### src/rtl/rvh_noc_pkg.sv
`default_nettype none
// +----------------------------------------------------------------------+
// | Module : rvh_noc_pkg                                                 |
// | Desc   : Shared NoC widths and types for the router slice.           |
// | Rev    : 1.0  initial release                                        |
// +----------------------------------------------------------------------+
package rvh_noc_pkg;

  // Width of any VC id carried on a link. It is wide enough to encode ids
  // beyond the VCs actually present, so illegal ids can be detected.
  localparam int VC_ID_NUM_MAX_W = 3;

  // Deepest per-VC buffer supported anywhere in the fabric.
  localparam int VC_DEPTH_MAX = 8;
  localparam int CRD_CNT_W    = $clog2(VC_DEPTH_MAX + 1);

  // Credit counter able to hold 0..VC_DEPTH_MAX.
  typedef logic [CRD_CNT_W-1:0] crd_cnt_t;

endpackage
`default_nettype wire

### src/rtl/rr_arbiter_onehot.sv
`default_nettype none
// +----------------------------------------------------------------------+
// | Module : rr_arbiter_onehot                                           |
// | Desc   : N-way round-robin pick. The search starts at ptr_i and      |
// |          walks upward with wrap; the first set request wins.         |
// |          Produces one-hot grant, grant-valid and winner index.       |
// | Rev    : 1.0  initial release                                        |
// +----------------------------------------------------------------------+
module rr_arbiter_onehot #(
  parameter int N     = 5,
  parameter int IDX_W = (N > 1) ? $clog2(N) : 1
) (
  input  logic [N-1:0]     req_i,
  input  logic [IDX_W-1:0] ptr_i,
  output logic [N-1:0]     gnt_o,
  output logic             gnt_v_o,
  output logic [IDX_W-1:0] idx_o
);

  logic [N-1:0]     w_gnt;
  logic [IDX_W-1:0] w_idx;
  logic             w_found;
  logic [IDX_W:0]   w_sum;
  logic [IDX_W-1:0] w_pos;

  // Walk every offset from the pointer; wrap explicitly so non-power-of-2 N works.
  always_comb begin
    w_gnt   = '0;
    w_idx   = '0;
    w_found = 1'b0;
    w_sum   = '0;
    w_pos   = '0;
    for (int k = 0; k < N; k++) begin
      w_sum = {1'b0, ptr_i} + (IDX_W+1)'(k);
      if (w_sum >= (IDX_W+1)'(N)) begin
        w_sum = w_sum - (IDX_W+1)'(N);
      end
      w_pos = w_sum[IDX_W-1:0];
      if (!w_found && req_i[w_pos]) begin
        w_found      = 1'b1;
        w_gnt[w_pos] = 1'b1;
        w_idx        = w_pos;
      end
    end
  end

  assign gnt_o   = w_gnt;
  assign gnt_v_o = w_found;
  assign idx_o   = w_idx;

endmodule
`default_nettype wire

### src/rtl/outport_vc_credit_arbiter.sv
`default_nettype none
// +----------------------------------------------------------------------+
// | Module : outport_vc_credit_arbiter                                   |
// | Desc   : Sender side of one router output port. Tracks credits per   |
// |          downstream VC, picks one eligible requester per cycle       |
// |          round-robin and registers the transmit valid/VC/source.     |
// | Rev    : 1.0  initial release                                        |
// +----------------------------------------------------------------------+
module outport_vc_credit_arbiter
  import rvh_noc_pkg::*;
#(
  parameter int REQ_NUM      = 5,
  parameter int VC_NUM       = 4,
  parameter int VC_DEPTH     = 2,
  parameter int VC_NUM_IDX_W = (VC_NUM > 1) ? $clog2(VC_NUM) : 1,
  parameter int REQ_IDX_W    = (REQ_NUM > 1) ? $clog2(REQ_NUM) : 1,
  parameter int CRD_W        = $clog2(VC_DEPTH + 1)
) (
  input  logic                              clk,
  input  logic                              rstn,
  input  logic [REQ_NUM-1:0]                req_v_i,
  input  logic [REQ_NUM*VC_NUM_IDX_W-1:0]   req_vc_id_i,
  output logic [REQ_NUM-1:0]                gnt_o,
  output logic                              gnt_v_o,
  output logic [REQ_IDX_W-1:0]              gnt_idx_o,
  input  logic                              lcrd_v_i,
  input  logic [VC_ID_NUM_MAX_W-1:0]        lcrd_id_i,
  output logic                              tx_flit_v_o,
  output logic [VC_NUM_IDX_W-1:0]           tx_vc_id_o,
  output logic [REQ_IDX_W-1:0]              tx_src_idx_o,
  output logic [VC_NUM-1:0]                 credit_avail_o,
  output logic                              credit_err_o
);

  localparam logic [CRD_W-1:0] C_FULL = CRD_W'(VC_DEPTH);

  logic [CRD_W-1:0]        r_cnt [VC_NUM];
  logic [REQ_IDX_W-1:0]    r_rr_ptr;
  logic                    r_tx_v;
  logic [VC_NUM_IDX_W-1:0] r_tx_vc;
  logic [REQ_IDX_W-1:0]    r_tx_src;
  logic                    r_err;

  logic [VC_NUM_IDX_W-1:0] w_req_vc [REQ_NUM];
  logic [VC_NUM-1:0]       w_avail;
  logic [REQ_NUM-1:0]      w_elig;
  logic [REQ_NUM-1:0]      w_gnt;
  logic                    w_gnt_v;
  logic [REQ_IDX_W-1:0]    w_gnt_idx;
  logic [VC_NUM_IDX_W-1:0] w_win_vc;
  logic                    w_lcrd_legal;
  logic                    w_lcrd_illegal;
  logic [VC_NUM-1:0]       w_dec;
  logic [VC_NUM-1:0]       w_inc;
  logic [VC_NUM-1:0]       w_ovf;

  // Split the packed per-requester VC ids and decide who may compete.
  // Eligibility uses only the registered counters: a returned credit is
  // not usable until the cycle after it arrives.
  for (genvar i = 0; i < REQ_NUM; i++) begin : g_req
    assign w_req_vc[i] = req_vc_id_i[i*VC_NUM_IDX_W +: VC_NUM_IDX_W];
    assign w_elig[i]   = rstn && req_v_i[i] && w_avail[w_req_vc[i]];
  end

  rr_arbiter_onehot #(
    .N     (REQ_NUM),
    .IDX_W (REQ_IDX_W)
  ) u_rr (
    .req_i   (w_elig),
    .ptr_i   (r_rr_ptr),
    .gnt_o   (w_gnt),
    .gnt_v_o (w_gnt_v),
    .idx_o   (w_gnt_idx)
  );

  assign w_win_vc       = w_req_vc[w_gnt_idx];
  assign w_lcrd_legal   = lcrd_v_i && (32'(lcrd_id_i) < VC_NUM);
  assign w_lcrd_illegal = lcrd_v_i && !w_lcrd_legal;

  // Per-VC consume/return decode and counter. A return into a full
  // counter with no matching consume saturates and flags an error.
  for (genvar v = 0; v < VC_NUM; v++) begin : g_vc
    assign w_avail[v] = (r_cnt[v] != '0);
    assign w_dec[v]   = w_gnt_v && (w_win_vc == VC_NUM_IDX_W'(v));
    assign w_inc[v]   = w_lcrd_legal && (lcrd_id_i == VC_ID_NUM_MAX_W'(v));
    assign w_ovf[v]   = w_inc[v] && !w_dec[v] && (r_cnt[v] == C_FULL);

    // Credit counter: restore to full on reset, otherwise net of consume/return.
    always_ff @(posedge clk) begin
      if (!rstn) begin
        r_cnt[v] <= C_FULL;
      end else if (w_dec[v] && !w_inc[v]) begin
        r_cnt[v] <= r_cnt[v] - CRD_W'(1);
      end else if (w_inc[v] && !w_dec[v] && !w_ovf[v]) begin
        r_cnt[v] <= r_cnt[v] + CRD_W'(1);
      end
    end
  end

  // Advance the round-robin pointer past the winner, wrapping at REQ_NUM.
  always_ff @(posedge clk) begin
    if (!rstn) begin
      r_rr_ptr <= '0;
    end else if (w_gnt_v) begin
      r_rr_ptr <= (w_gnt_idx == REQ_IDX_W'(REQ_NUM - 1)) ? '0
                                                          : w_gnt_idx + REQ_IDX_W'(1);
    end
  end

  // Transmit register; VC and source hold when nothing is sent.
  always_ff @(posedge clk) begin
    if (!rstn) begin
      r_tx_v   <= 1'b0;
      r_tx_vc  <= '0;
      r_tx_src <= '0;
    end else begin
      r_tx_v <= w_gnt_v;
      if (w_gnt_v) begin
        r_tx_vc  <= w_win_vc;
        r_tx_src <= w_gnt_idx;
      end
    end
  end

  // Sticky credit error: overflow on any VC or an out-of-range return id.
  always_ff @(posedge clk) begin
    if (!rstn) begin
      r_err <= 1'b0;
    end else if ((|w_ovf) || w_lcrd_illegal) begin
      r_err <= 1'b1;
    end
  end

  assign gnt_o          = w_gnt;
  assign gnt_v_o        = w_gnt_v;
  assign gnt_idx_o      = w_gnt_idx;
  assign tx_flit_v_o    = r_tx_v;
  assign tx_vc_id_o     = r_tx_vc;
  assign tx_src_idx_o   = r_tx_src;
  assign credit_avail_o = w_avail;
  assign credit_err_o   = r_err;

`ifndef SYNTHESIS
  // Grant must be one-hot or empty and no counter may exceed the buffer depth.
  always_ff @(posedge clk) begin
    if (rstn) begin
      assert ($onehot0(gnt_o));
      for (int v = 0; v < VC_NUM; v++) begin
        assert (r_cnt[v] <= C_FULL);
      end
    end
  end
`endif

endmodule
`default_nettype wire
### config.mk
export PLATFORM = sky130hd
export DESIGN_NAME = outport_vc_credit_arbiter
export DESIGN_NICKNAME = d
export VERILOG_FILES = /design/src/rtl/rvh_noc_pkg.sv /design/src/rtl/rr_arbiter_onehot.sv /design/src/rtl/outport_vc_credit_arbiter.sv
export SDC_FILE = /design/constraint.sdc
export NUM_CORES = 1
export LEC_CHECK = 0
export CORE_ASPECT_RATIO = 1.5
export CORE_MARGIN = 10
export CORE_UTILIZATION = 45
export DETAILED_ROUTE_END_ITERATION = 7
export PLACE_DENSITY = 0.74
export SLEW_MARGIN = 5
export SYNTH_ARGS = -nofsm -noshare
export SYNTH_HDL_FRONTEND = slang
export SYNTH_SLANG_ARGS = --single-unit
### constraint.sdc
create_clock -name clk -period 14.5 [get_ports clk]
set_clock_uncertainty 0.1 [all_clocks]
set_input_delay 2.9 -clock clk [delete_from_list [all_inputs] [get_ports clk]]
set_output_delay 2.9 -clock clk [all_outputs]
set_load 0.02 [all_outputs]
Word-level counts from Yosys, hierarchy flattened
Memory sizes are Yosys's and may differ from the RTL's.
Cells that the tools add are included.
Word-level totals
  output and inout bits: 20
  input port bits: 21
  memories kept: 1
  logic and storage cells: 231
  bits in writable memories: 8
  flip-flop bits (word level): 10
Operators by class
  add/subtract/negate cells: 18
  eq/ne operators: 11
  order comparisons: 22
  bitwise logic cells: 13
  muxes and demuxes: 91
  reduce and logical (&&, ||, !) cells: 70
Memories
  r_cnt: depth 4, bits a word 2, rd ports 4, clocked after Yosys merged registers in 0, write ports 4, RTL line outport_vc_credit_arbiter.sv:37  | logic [CRD_W-1:0] r_cnt [VC_NUM];
Operator list (number)
  $mux 1: 49
  $logic_and 1x1->1: 45
  $mux 3: 11
  $mux 5: 5
  $lt 3x4->1 const B: 5
  $mux 2: 10
  $or 5x5->5: 4
  $logic_not 1->1: 17
  $ge 4x3->1 const B: 4
  $bmux 1 s3: 5
  $demux 1 s3: 5
  $ge 3x1->1 const B: 5
  $lt 2x3->1 const B: 5
  $sub 3x3->3 const B: 5
  $eq 2x2->1 const B: 6
  $bmux 1 s2: 5
  $add 2x1->2 const B: 4
  $add 3x2->4 const B: 2
  $or 1x1->1: 8
  $reduce_bool 2->1: 4
  $sub 2x1->2 const B: 4
  $bmux 2 s3: 1
  $eq 3x2->1 const B: 2
  $add 3x1->4 const B: 1
  13 further kinds: 13

Longest topological paths before layout
Gate-level depths: netlist (run 1).
An unclocked memory read counts as a cell.
  depth in word-level cells: 36
  mapped depth: 17
  gate-level depth less buffers: 16

Modules after synthesis
From an unflattened synthesis (run 1), not the netlist that was laid out.
Unflattened totals
  cells, all modules: 360
  area, all modules: 2757.6 sq um
By module, submodules not included
  rr_arbiter_onehot: cells an instance 201, area each 1403.8 sq um, instances 1
  outport_vc_credit_arbiter: cells an instance 159, area each 1353.8 sq um, instances 1

Worst setup path before layout (run 1)
Ideal clock, no wire load.
  path type: input port to output port
  start: input req_vc_id_i[0]
  end: output gnt_v_o
  cell stages on the path: 9
  path buffers: 1
  setup slack: 6.578 ns
  data arrival time: 4.922 ns
  cells stage by stage: mux2i_1 -> o211ai_1 -> nor3_1 -> a211oi_1 -> o2111ai_2 -> nor2_2 -> and3_1 -> clkbuf_1 -> inv_1
Between the ends
  word-level cells in the longest chain between the ends: 18
  elaborated cells between the ends (all ways): 26
  those cells by class: 17 x mux; 9 x reduce/logical
RTL lines
  start, declared: RTL line outport_vc_credit_arbiter.sv:22  | input logic [REQ_NUM*VC_NUM_IDX_W-1:0] req_vc_id_i,
  $bmux 1 s2 (*): RTL line outport_vc_credit_arbiter.sv:62  | assign w_elig[i] = rstn && req_v_i[i] && w_avail[w_req_vc[i]];
  $mux 1 (implied by the code) (*): RTL line outport_vc_credit_arbiter.sv:62
  $logic_and 1x1->1 (*): RTL line outport_vc_credit_arbiter.sv:62
  $bmux 1 s3: RTL line rr_arbiter_onehot.sv:39  | if (!w_found && req_i[w_pos]) begin
  $mux 1 (implied by the code): RTL line rr_arbiter_onehot.sv:39
  $mux 1: RTL line rr_arbiter_onehot.sv:39
  $logic_not 1->1: RTL line rr_arbiter_onehot.sv:39
  $logic_and 1x1->1: RTL line rr_arbiter_onehot.sv:39
  [... 2 more ...]
  $logic_and 1x1->1: RTL line rr_arbiter_onehot.sv:39
  $mux 1: RTL line rr_arbiter_onehot.sv:39
  $logic_not 1->1: RTL line rr_arbiter_onehot.sv:39
  $logic_and 1x1->1: RTL line rr_arbiter_onehot.sv:39
  $mux 1: RTL line rr_arbiter_onehot.sv:39
  $logic_not 1->1: RTL line rr_arbiter_onehot.sv:39
  $logic_and 1x1->1: RTL line rr_arbiter_onehot.sv:39
  $mux 1 (*): RTL line rr_arbiter_onehot.sv:39
  end, declared: RTL line outport_vc_credit_arbiter.sv:24  | output logic gnt_v_o,
Mark *: on every way between the ends. The rest lies on a longest branch, timed or not. The select of a mux whose other input is x is not followed.

Worst setup path after layout (run 1)
  start: input rstn
  end: output gnt_idx_o[2]
Between the ends
  word-level cells in the longest chain between the ends: 17
  elaborated cells between the ends (all ways): 37
  those cells by class: 19 x mux; 18 x reduce/logical
RTL lines
  start, declared: RTL line outport_vc_credit_arbiter.sv:20  | input logic rstn,
  $logic_and 1x1->1 (2 in a row): RTL line outport_vc_credit_arbiter.sv:62
  $bmux 1 s3: RTL line rr_arbiter_onehot.sv:39
  $mux 1 (implied by the code): RTL line rr_arbiter_onehot.sv:39
  $mux 1: RTL line rr_arbiter_onehot.sv:39
  $logic_not 1->1: RTL line rr_arbiter_onehot.sv:39
  $logic_and 1x1->1: RTL line rr_arbiter_onehot.sv:39
  $mux 1: RTL line rr_arbiter_onehot.sv:39
  $logic_not 1->1: RTL line rr_arbiter_onehot.sv:39
  $logic_and 1x1->1: RTL line rr_arbiter_onehot.sv:39
  $mux 1: RTL line rr_arbiter_onehot.sv:39
  $logic_not 1->1: RTL line rr_arbiter_onehot.sv:39
  $logic_and 1x1->1: RTL line rr_arbiter_onehot.sv:39
  $mux 1: RTL line rr_arbiter_onehot.sv:39
  $logic_not 1->1: RTL line rr_arbiter_onehot.sv:39
  $logic_and 1x1->1: RTL line rr_arbiter_onehot.sv:39
  $mux 3 (*): RTL line rr_arbiter_onehot.sv:39
  end, declared: RTL line outport_vc_credit_arbiter.sv:25  | output logic [REQ_IDX_W-1:0] gnt_idx_o,
Marked as above.

==> flow_summary.json, run 1 <==
{
  "status": "finished clean",
  "max_cap_violations": 0,
  "met3_length_um": 464,
  "post-cts-setup-buffers": 0,
  "fp.dieW_um": 83.8,
  "worst-slew-pin-transition_ns": 0.903,
  "post-route-min-period_ns": 9.64,
  "root_buffer": "sky130_fd_sc_hd__clkbuf_8",
  "detailed_place_hpwl_um": 7480,
  "timing.critical_path.from_type": "primary input",
  "yosysTopAreaCell": "sky130_fd_sc_hd__edfxtp_1",
  "insertedDiodeCount": 0,
  "worst-endpoint-required_ns": 11.50,
  "finalCritPeriodShare_pct": 66.5,
  "postSynth.asyncResetShare_pct": 0,
  "pre_cts_ws_ns": 4.96,
  "drc_errors": 0,
  "syn_area_um2": 2740,
  "fp.coreArea_um2": 5870,
  "netlist_top_cells_area": "sky130_fd_sc_hd__edfxtp_1 8.8%, sky130_fd_sc_hd__dfxtp_1 7.3%, sky130_fd_sc_hd__ha_1 6.8%, sky130_fd_sc_hd__nand2_1 4.1%, sky130_fd_sc_hd__nand3_1 4.0%",
  "cts_hold_buf": 0,
  "final.setup.tns_ns": 0,
  "grt_start_max_net_pins": 27,
  "start_util_pct": 46.7,
  "yosys_most_used_dff": "sky130_fd_sc_hd__dfxtp_1",
  "syn2layout_area_growth_pct": 17.1,
  "synth_xor_xnor_area_share_pct": 2.83,
  "syn-instance-count": 356,
  "path_type_of_the_worst_min_delay_path": "flip-flop to flip-flop",
  "cts_made_buffers": 3,
  "setup_viol": 0,
  "critPathCaptureType": "output port",
  "timing.max_slew.rel_slack_pct": 39.7,
  "ys_ff_latch": 18,
  "detail_route.wl_per_cell_um": 20.4,
  "placed_area_um2": 3160,
  "syn_nets": 393,
  "final_area_um2": 3210,
  "number_of_antenna_violations_at_the_first_check_in_global_routing": 0,
  "post_synth_and_or_nand_nor_area_fraction_pct": 30.1,
  "nNetsFinal": 424,
  "vias": 2971,
  "hold_start": "tx_src_idx_o[0]$_SDFFE_PN0P_",
  "tritoncts": "done",
  "rsz0062_at_grt": "no",
  "post_cts_resize_count": 0,
  "initialDrtViolationCount": 168,
  "highest_layer": "met4",
  "floorplan.die_area_um2": 9690,
  "wl_met1_um": 3550,
  "wl_um": 9360,
  "ctsHtreeMaxLevel": 1,
  "gpl.final_weighted_congestion": 1.01,
  "synth_area_per_cell_um2": 7.71,
  "max_clock_freq_ghz": 0.104,
  "insertion_delay_ns": 0.27,
  "main_combinational_cell_family_by_area_after_synthesis": "compound AO/OA/AOI/OAI gates",
  "synth_mux_area_share_pct": 6.16,
  "cts-root-to-sink-buffers": 2,
  "signal_arrival_time_at_the_worst_endpoint_ns": 6.64,
  "worst-setup-path-type": "primary input to output port",
  "io-pin-count": 41,
  "route.detailed.vias_per_inst": 6.49,
  "synth.distinct_cells": 81,
  "finalHoldViolations": 0,
  "detailroute.wirelength.met2_um": 4980,
  "drv_slew": 0,
  "global_route.usage.total_pct": 18.6,
  "die-height_um": 116,
  "grt_first_pass_wirelength_um": 14900,
  "buffer_ports.inserted": 40,
  "drt_pass1_iterations": 5,
  "synth_top_area_share_pct": 8.76,
  "synth_enable_flop_cells": 8,
  "worst-path-max-fanout": 26,
  "setup.worst_path.start": "rstn",
  "layout-drive-gt1-share_pct": 7.25,
  "timing.rr.start": "r_rr_ptr[0]$_SDFFE_PN0P_",
  "antenna_nets_post_route": 0,
  "yosys_warnings": 0,
  "synth_compound_area_share_pct": 31.6,
  "placementRows": 34,
  "synth.yosys.seq_area_share_pct": 16.1,
  "cts_num_sinks": 18,
  "clkSlewWorstSetupHoldPaths_ns": 0.07,
  "synth_adder_area_share_pct": 7.57,
  "global_route.overflow_total": 0,
  "first_global_vias": 2909,
  "finalWorstSetupSlack_ns": 4.86
}
==> layout by cell type, fill, tap and decap left out, types with 10 or more instances in the layout <==
cell                              instances
sky130_fd_sc_hd__a21oi_1                 18
sky130_fd_sc_hd__clkdlybuf4s50_1         40
sky130_fd_sc_hd__dfxtp_1                 10
sky130_fd_sc_hd__ha_1                    15
sky130_fd_sc_hd__inv_1                   21
sky130_fd_sc_hd__nand2_1                 30
sky130_fd_sc_hd__nand3_1                 22
sky130_fd_sc_hd__nand4_1                 10
sky130_fd_sc_hd__nor2_1                  20
sky130_fd_sc_hd__nor3_1                  10
==> final timing paths <==
check                           slack (ns)                           end  cells past startpoint
worst min-delay path                  0.41  tx_src_idx_o[0]$_SDFFE_PN0P_                      2
worst max-delay path                  4.86                  gnt_idx_o[2]                      8
worst min register to register        0.41  tx_src_idx_o[0]$_SDFFE_PN0P_                      2
worst max register to register        8.29         r_cnt[3][1]$_DFFE_PP_                     15
==> layout make-up <==
cell class / count / area, µm²
Clock buffer: 4 / 55.1
Fill cell: 572 / 2660
Inverter: 22 / 82.6
Multi-Input combinational cell: 302 / 2150
Sequential cell: 18 / 440
Tap cell: 72 / 90.1
Timing Repair Buffer: 40 / 400
==> critical path, cell delays in order <==
cell and delay [ns]:
sky130_fd_sc_hd__clkdlybuf4s50_1 0.99, sky130_fd_sc_hd__o211ai_1 0.45, sky130_fd_sc_hd__or3_1 0.47, sky130_fd_sc_hd__a21oi_1 0.29, sky130_fd_sc_hd__nor3_1 0.17, sky130_fd_sc_hd__a41o_1 0.28, sky130_fd_sc_hd__a221o_1 0.46, sky130_fd_sc_hd__clkdlybuf4s50_1 0.61
==> flip-flops by register name, indices dropped and copies added (netlist names) <==
register      cells
r_rr_ptr          3
credit_err_o      1
tx_src_idx_o      3
tx_vc_id_o        2
tx_flit_v_o       1
r_cnt             8
==> cells in the mapped netlist (5+ instances only) <==
| cell | instances |
|---|---|
| sky130_fd_sc_hd__a21oi_1 | 18 |
| sky130_fd_sc_hd__a31oi_1 | 6 |
| sky130_fd_sc_hd__a21boi_0 | 6 |
| sky130_fd_sc_hd__buf_2 | 6 |
| sky130_fd_sc_hd__edfxtp_1 | 8 |
| sky130_fd_sc_hd__nand2_1 | 30 |
| sky130_fd_sc_hd__xnor2_1 | 5 |
| sky130_fd_sc_hd__nor2b_1 | 8 |
| sky130_fd_sc_hd__a211o_1 | 5 |
| sky130_fd_sc_hd__o31ai_1 | 5 |
| sky130_fd_sc_hd__o21ai_0 | 9 |
| sky130_fd_sc_hd__nor3_1 | 10 |
| sky130_fd_sc_hd__nor2_1 | 20 |
| sky130_fd_sc_hd__and2_1 | 6 |
| sky130_fd_sc_hd__mux2i_1 | 9 |
| sky130_fd_sc_hd__nand4_1 | 10 |
| sky130_fd_sc_hd__or3_1 | 8 |
| sky130_fd_sc_hd__o21a_1 | 5 |
| sky130_fd_sc_hd__ha_1 | 15 |
| sky130_fd_sc_hd__nand2b_1 | 7 |
| sky130_fd_sc_hd__a21o_1 | 6 |
| sky130_fd_sc_hd__clkbuf_1 | 5 |
| sky130_fd_sc_hd__o211ai_1 | 9 |
| sky130_fd_sc_hd__nand3_1 | 22 |
| sky130_fd_sc_hd__dfxtp_1 | 10 |
| sky130_fd_sc_hd__or2_2 | 5 |
| sky130_fd_sc_hd__mux2_2 | 5 |
| sky130_fd_sc_hd__inv_1 | 21 |
==> cell families after synthesis <==
kind of cell,Yosys count
adder cells (fa/ha/maj),16
AO/OA/AOI/OAI,112
flip-flops,18
multiplexers,15
XOR/XNOR,8
AND/OR/NAND/NOR,151
buffers and inverters,36
==> metrics by stage <==
step | cells | utilization (%) | hold slack, ns
final | 458 | 54.8 | 0.408
after global routing | 458 | 54.8 | 0.448
after CTS | 458 | 54.8 | 0.418
after detailed placement | 454 | 53.8 | 0.409
after global placement | 454 | 53.8 | 0.420
after floorplan | 356 | - | 0.426
==> routing by layer <==
| metal | vias to the layer above | global-route usage, % |
|---|---|---|
| li1 | 1425 | - |
| met2 | 115 | 35.9 |
| met1 | 1403 | 19.1 |
| met3 | 28 | 3.16 |
| met4 | 0 | 8.51 |
| met5 | - | 0 |
Power of run 1 is left out: the tool's default activity adds up to more than one toggle a clock period on the data nets, which glitch-free logic cannot reach.
==> run 2: changes to the inputs <==
==> constraint.sdc (replaced) <==
create_clock -name clk -period 9.8 [get_ports clk]
set_clock_uncertainty 0.1 [all_clocks]
set_input_delay 1.96 -clock clk [delete_from_list [all_inputs] [get_ports clk]]
set_output_delay 1.96 -clock clk [all_outputs]
set_load 0.02 [all_outputs]
==> flow_summary.json, run 2 (synthesis results as in run 1) <==
{
  "cts_hold_buf": 0,
  "io-pin-count": 41,
  "global_route.overflow_total": 0,
  "buffer_ports.inserted": 40,
  "finalCritPeriodShare_pct": 78.9,
  "max_cap_violations": 0,
  "reg2reg_setup_slack_ns": 3.55,
  "first_global_vias": 2987,
  "route.detailed.vias_per_inst": 6.47,
  "start_util_pct": 46.7,
  "layout-drive-gt1-share_pct": 7.25,
  "clkSlewWorstSetupHoldPaths_ns": 0.07,
  "max_clock_freq_ghz": 0.129,
  "detailed_place_hpwl_um": 7520,
  "worst-slew-pin-transition_ns": 0.934,
  "fp.dieW_um": 83.8,
  "wl_um": 9290,
  "path_type_of_the_worst_min_delay_path": "flip-flop to flip-flop",
  "worst_hold_stages": 2,
  "fp.coreArea_um2": 5870,
  "setup_viol": 0,
  "worstPathCellList": "clkdlybuf4s50_1 -> o211ai_1 -> nor3_1 -> a211oi_1 -> o2111ai_2 -> nor2_2 -> and3_1 -> inv_1 -> clkdlybuf4s50_1",
  "worst_r2r_endpoint": "r_cnt[3][1]$_DFFE_PP_",
  "tritoncts": "done",
  "number_of_antenna_violations_at_the_first_check_in_global_routing": 0,
  "root_buffer": "sky130_fd_sc_hd__clkbuf_8",
  "detail_route.wl_per_cell_um": 20.3,
  "path_delay_family": "buffers and inverters",
  "register_bank_with_the_most_flops": "r_cnt",
  "insertedDiodeCount": 0,
  "final.setup.tns_ns": 0,
  "floorplan.die_area_um2": 9690,
  "status": "finished clean",
  "placementRows": 34,
  "post_cts_resize_count": 0,
  "grt_first_pass_wirelength_um": 14900,
  "grt_start_max_net_pins": 27,
  "drv_slew": 0,
  "number_of_flip_flops_in_the_largest_register": 8,
  "cp.buffers_inverters": 3,
  "gpl.final_weighted_congestion": 0.999,
  "ctsHtreeMaxLevel": 1,
  "critical_path.most_common_cell": "sky130_fd_sc_hd__clkdlybuf4s50_1",
  "insertion_delay_ns": 0.27,
  "global_route.usage.total_pct": 18.4,
  "syn2layout_area_growth_pct": 17.1,
  "drt_pass1_iterations": 5,
  "layout.cells.most_common_list": "40 x sky130_fd_sc_hd__clkdlybuf4s50_1, 30 x sky130_fd_sc_hd__nand2_1, 22 x sky130_fd_sc_hd__nand3_1",
  "layout.cells.most_common": "sky130_fd_sc_hd__clkdlybuf4s50_1",
  "critPathCaptureType": "output port",
  "drc_errors": 0,
  "cpPeakStageDelay_ns": 0.85,
  "initialDrtViolationCount": 143,
  "hold-path-endpoint": "tx_vc_id_o[1]$_SDFFE_PN0P_",
  "cts-root-to-sink-buffers": 2,
  "worst-path-max-fanout": 26,
  "die-height_um": 116,
  "critical-path-slowest-cell": "sky130_fd_sc_hd__clkdlybuf4s50_1",
  "antenna_nets_post_route": 0,
  "timing.reg2reg.worst_path_depth": 15,
  "timing.rr.start": "r_rr_ptr[0]$_SDFFE_PN0P_",
  "post-route-min-period_ns": 7.73,
  "nNetsFinal": 424,
  "finalHoldViolations": 0,
  "worst-setup-path-type": "primary input to output port",
  "vias": 2963,
  "rsz0062_at_grt": "no",
  "worst-endpoint-required_ns": 7.74,
  "timing.max_slew.rel_slack_pct": 37.7,
  "cts_made_buffers": 3,
  "post-cts-setup-buffers": 0,
  "layout.filler_cells": 592,
  "timing.critical_path.from_type": "primary input",
  "signal_arrival_time_at_the_worst_endpoint_ns": 5.67,
  "hold_start": "tx_vc_id_o[1]$_SDFFE_PN0P_",
  "cts_num_sinks": 18
}
-- run 2: worst min-delay path: stages (launching register included) --
cell and delay, ns:
sky130_fd_sc_hd__dfxtp_1 0.32, sky130_fd_sc_hd__nor2_1 0.10, sky130_fd_sc_hd__nor3b_1 0.05
-- run 2: worst max path at each step --
stage	from	endpoint	slack, ns	cells past startpoint
finish	rstn	gnt_v_o	2.07	9
global route	rstn	gnt_v_o	1.83	9
detailed placement	rstn	gnt_v_o	2.11	9
floorplan	req_vc_id_i[0]	gnt_v_o	3.76	9
CTS	rstn	gnt_v_o	2.09	9
global placement	rstn	gnt_v_o	2.15	9
-- run 2: cell type report --
class / instances / area (µm²) / share of cell area [%]
Inverter: 22 / 82.6 / 2.57
Timing Repair Buffer: 40 / 400 / 12.5
Multi-Input combinational cell: 302 / 2150 / 66.8
Clock buffer: 4 / 55.1 / 1.71
Sequential cell: 18 / 440 / 13.7
Tap cell: 72 / 90.1 / 2.80
-- run 2: through the flow --
step	cells	hold slack (ns)	area, µm²	util, %	worst slack [ns]
2_1_floorplan	356	0.426	2740	-	3.76
3_3_place_gp	454	0.420	3160	53.8	2.15
3_5_place_dp	454	0.389	3160	53.8	2.11
4_1_cts	458	0.403	3210	54.8	2.09
5_1_grt	458	0.425	3210	54.8	1.83
6_report	458	0.404	3210	54.8	2.07
-- run 2: per-layer routing --
layer  up-vias  track usage, %  share of wire, %
met5         -               0                 0
met4         0            12.5               5.9
met3        37            3.37               4.8
met2       105            33.4                52
met1      1393            18.8                38
li1       1428               -                 -
Power of run 2 is left out for the same reason.
==> run 3: changes to the inputs <==
--- a/config.mk
+++ b/config.mk
@@ -9,7 +9,7 @@
 export CORE_MARGIN = 10
 export CORE_UTILIZATION = 45
 export DETAILED_ROUTE_END_ITERATION = 7
-export PLACE_DENSITY = 0.74
+export PLACE_DENSITY = 0.77
 export SLEW_MARGIN = 5
 export SYNTH_ARGS = -nofsm -noshare
 export SYNTH_HDL_FRONTEND = slang
==> constraint.sdc (replaced) <==
create_clock -name clk -period 6.5 [get_ports clk]
set_clock_uncertainty 0.1 [all_clocks]
set_input_delay 1.3 -clock clk [delete_from_list [all_inputs] [get_ports clk]]
set_output_delay 1.3 -clock clk [all_outputs]
set_load 0.02 [all_outputs]
==> flow_summary.json, run 3 (synthesis results as in run 1) <==
{
  "status": "finished clean",
  "cts_made_buffers": 3,
  "vias": 3070,
  "max_cap_violations": 0,
  "global_route.usage.total_pct": 18.7,
  "drc_errors": 0,
  "pre_cts_ws_ns": 0.581,
  "placementRows": 34,
  "max_clock_freq_ghz": 0.167,
  "insertion_delay_ns": 0.26,
  "number_of_flip_flops_in_the_largest_register": 8,
  "start_util_pct": 46.7,
  "post-route-min-period_ns": 5.98,
  "final.setup.tns_ns": 0,
  "fp.coreArea_um2": 5870,
  "finalWorstSetupSlack_ns": 0.523,
  "initialDrtViolationCount": 196,
  "antenna_nets_post_route": 0,
  "layout.cells.most_common_list": "40 x sky130_fd_sc_hd__clkdlybuf4s50_1, 30 x sky130_fd_sc_hd__nand2_1, 22 x sky130_fd_sc_hd__nand3_1",
  "drt_pass1_iterations": 5,
  "grt_first_pass_wirelength_um": 15000,
  "wl_um": 9640,
  "detailed_place_hpwl_um": 7660,
  "critPathCaptureType": "output port",
  "finalHoldViolations": 0,
  "timing.max_slew.rel_slack_pct": 52.0,
  "global_route.overflow_total": 0,
  "cts_hold_buf": 0,
  "insertedDiodeCount": 0,
  "buffer_ports.inserted": 40,
  "setup_viol": 0,
  "rsz0062_at_grt": "no",
  "die-height_um": 116,
  "finalCritPeriodShare_pct": 92.0,
  "path_type_of_the_worst_min_delay_path": "flip-flop to flip-flop",
  "layout-drive-gt1-share_pct": 8.44,
  "route.detailed.vias_per_inst": 6.63,
  "timing.critical_path.from_type": "primary input",
  "gpl.final_weighted_congestion": 0.989,
  "area_used_by_multi_input_combinational_logic_um2": 2150,
  "detail_route.wl_per_cell_um": 20.8,
  "signal_arrival_time_at_the_worst_endpoint_ns": 4.58,
  "post_cts_resize_count": 0,
  "number_of_antenna_violations_at_the_first_check_in_global_routing": 0,
  "grt_start_max_net_pins": 26,
  "syn2layout_area_growth_pct": 18.5,
  "worst-endpoint-required_ns": 5.10,
  "nNetsFinal": 429,
  "cts_num_sinks": 18,
  "fp.dieW_um": 83.8,
  "layout.filler_cells": 572,
  "io-pin-count": 41,
  "seq_area_um2": 440,
  "floorplan.die_area_um2": 9690,
  "first_global_vias": 3034,
  "layout.cells.most_common": "sky130_fd_sc_hd__clkdlybuf4s50_1",
  "root_buffer": "sky130_fd_sc_hd__clkbuf_8",
  "post-cts-setup-buffers": 0,
  "drv_slew": 0,
  "clkSlewWorstSetupHoldPaths_ns": 0.09,
  "worst-slew-pin-transition_ns": 0.720,
  "tritoncts": "done",
  "worst-path-max-fanout": 10,
  "cts-root-to-sink-buffers": 2,
  "worst-setup-path-type": "primary input to output port",
  "register_bank_with_the_most_flops": "r_cnt",
  "ctsHtreeMaxLevel": 1
}
[run 3: cell count changes in the layout (fill, tap and decap cells not counted)]
cell                    before  now
sky130_fd_sc_hd__buf_4       0    5
[run 3: critical path: stages]
cell,delay (ns)
sky130_fd_sc_hd__clkdlybuf4s50_1,0.54
sky130_fd_sc_hd__mux2i_1,0.09
sky130_fd_sc_hd__o211ai_1,0.45
sky130_fd_sc_hd__nor3_1,0.15
sky130_fd_sc_hd__a211oi_1,0.39
sky130_fd_sc_hd__o2111ai_2,0.22
sky130_fd_sc_hd__o32a_1,0.40
sky130_fd_sc_hd__a32oi_4,0.32
sky130_fd_sc_hd__inv_1,0.13
sky130_fd_sc_hd__clkdlybuf4s50_1,0.57
[run 3: final cells by class]
type	instances	area share [%]
sequential	18	13.5
tap	72	2.77
clock buffer	4	1.69
inverter	22	2.54
timing repair buffer	45	13.5
multi-input combinational	302	66.0
[run 3: final timing paths]
path	startpoint	endpoint	slack [ns]	depth (start not counted)
worst max register to register	r_rr_ptr[1]$_SDFFE_PN0P_	r_cnt[3][1]$_DFFE_PP_	1.01	15
worst min-delay path	tx_src_idx_o[0]$_SDFFE_PN0P_	tx_src_idx_o[0]$_SDFFE_PN0P_	0.39	2
worst min register to register	tx_src_idx_o[0]$_SDFFE_PN0P_	tx_src_idx_o[0]$_SDFFE_PN0P_	0.39	2
worst max-delay path	req_vc_id_i[0]	gnt_idx_o[0]	0.52	10
[run 3: metrics by stage]
step / utilization [%] / cells / hold WS [ns] / cell area [µm²]
after floorplan: - / 356 / 0.426 / 2740
after global placement: 54.5 / 459 / 0.375 / 3200
after detailed placement: 54.5 / 459 / 0.377 / 3200
after CTS: 55.4 / 463 / 0.391 / 3250
after global routing: 55.4 / 463 / 0.414 / 3250
final: 55.4 / 463 / 0.385 / 3250
[run 3: layer usage]
metal	global-route usage (%)	up-vias	wire, µm
met2	35.0	142	4820
met3	3.09	46	491
met4	13.0	0	658
met5	0	-	0
met1	18.4	1448	3670
li1	-	1434	-
Power of run 3 is left out for the same reason.
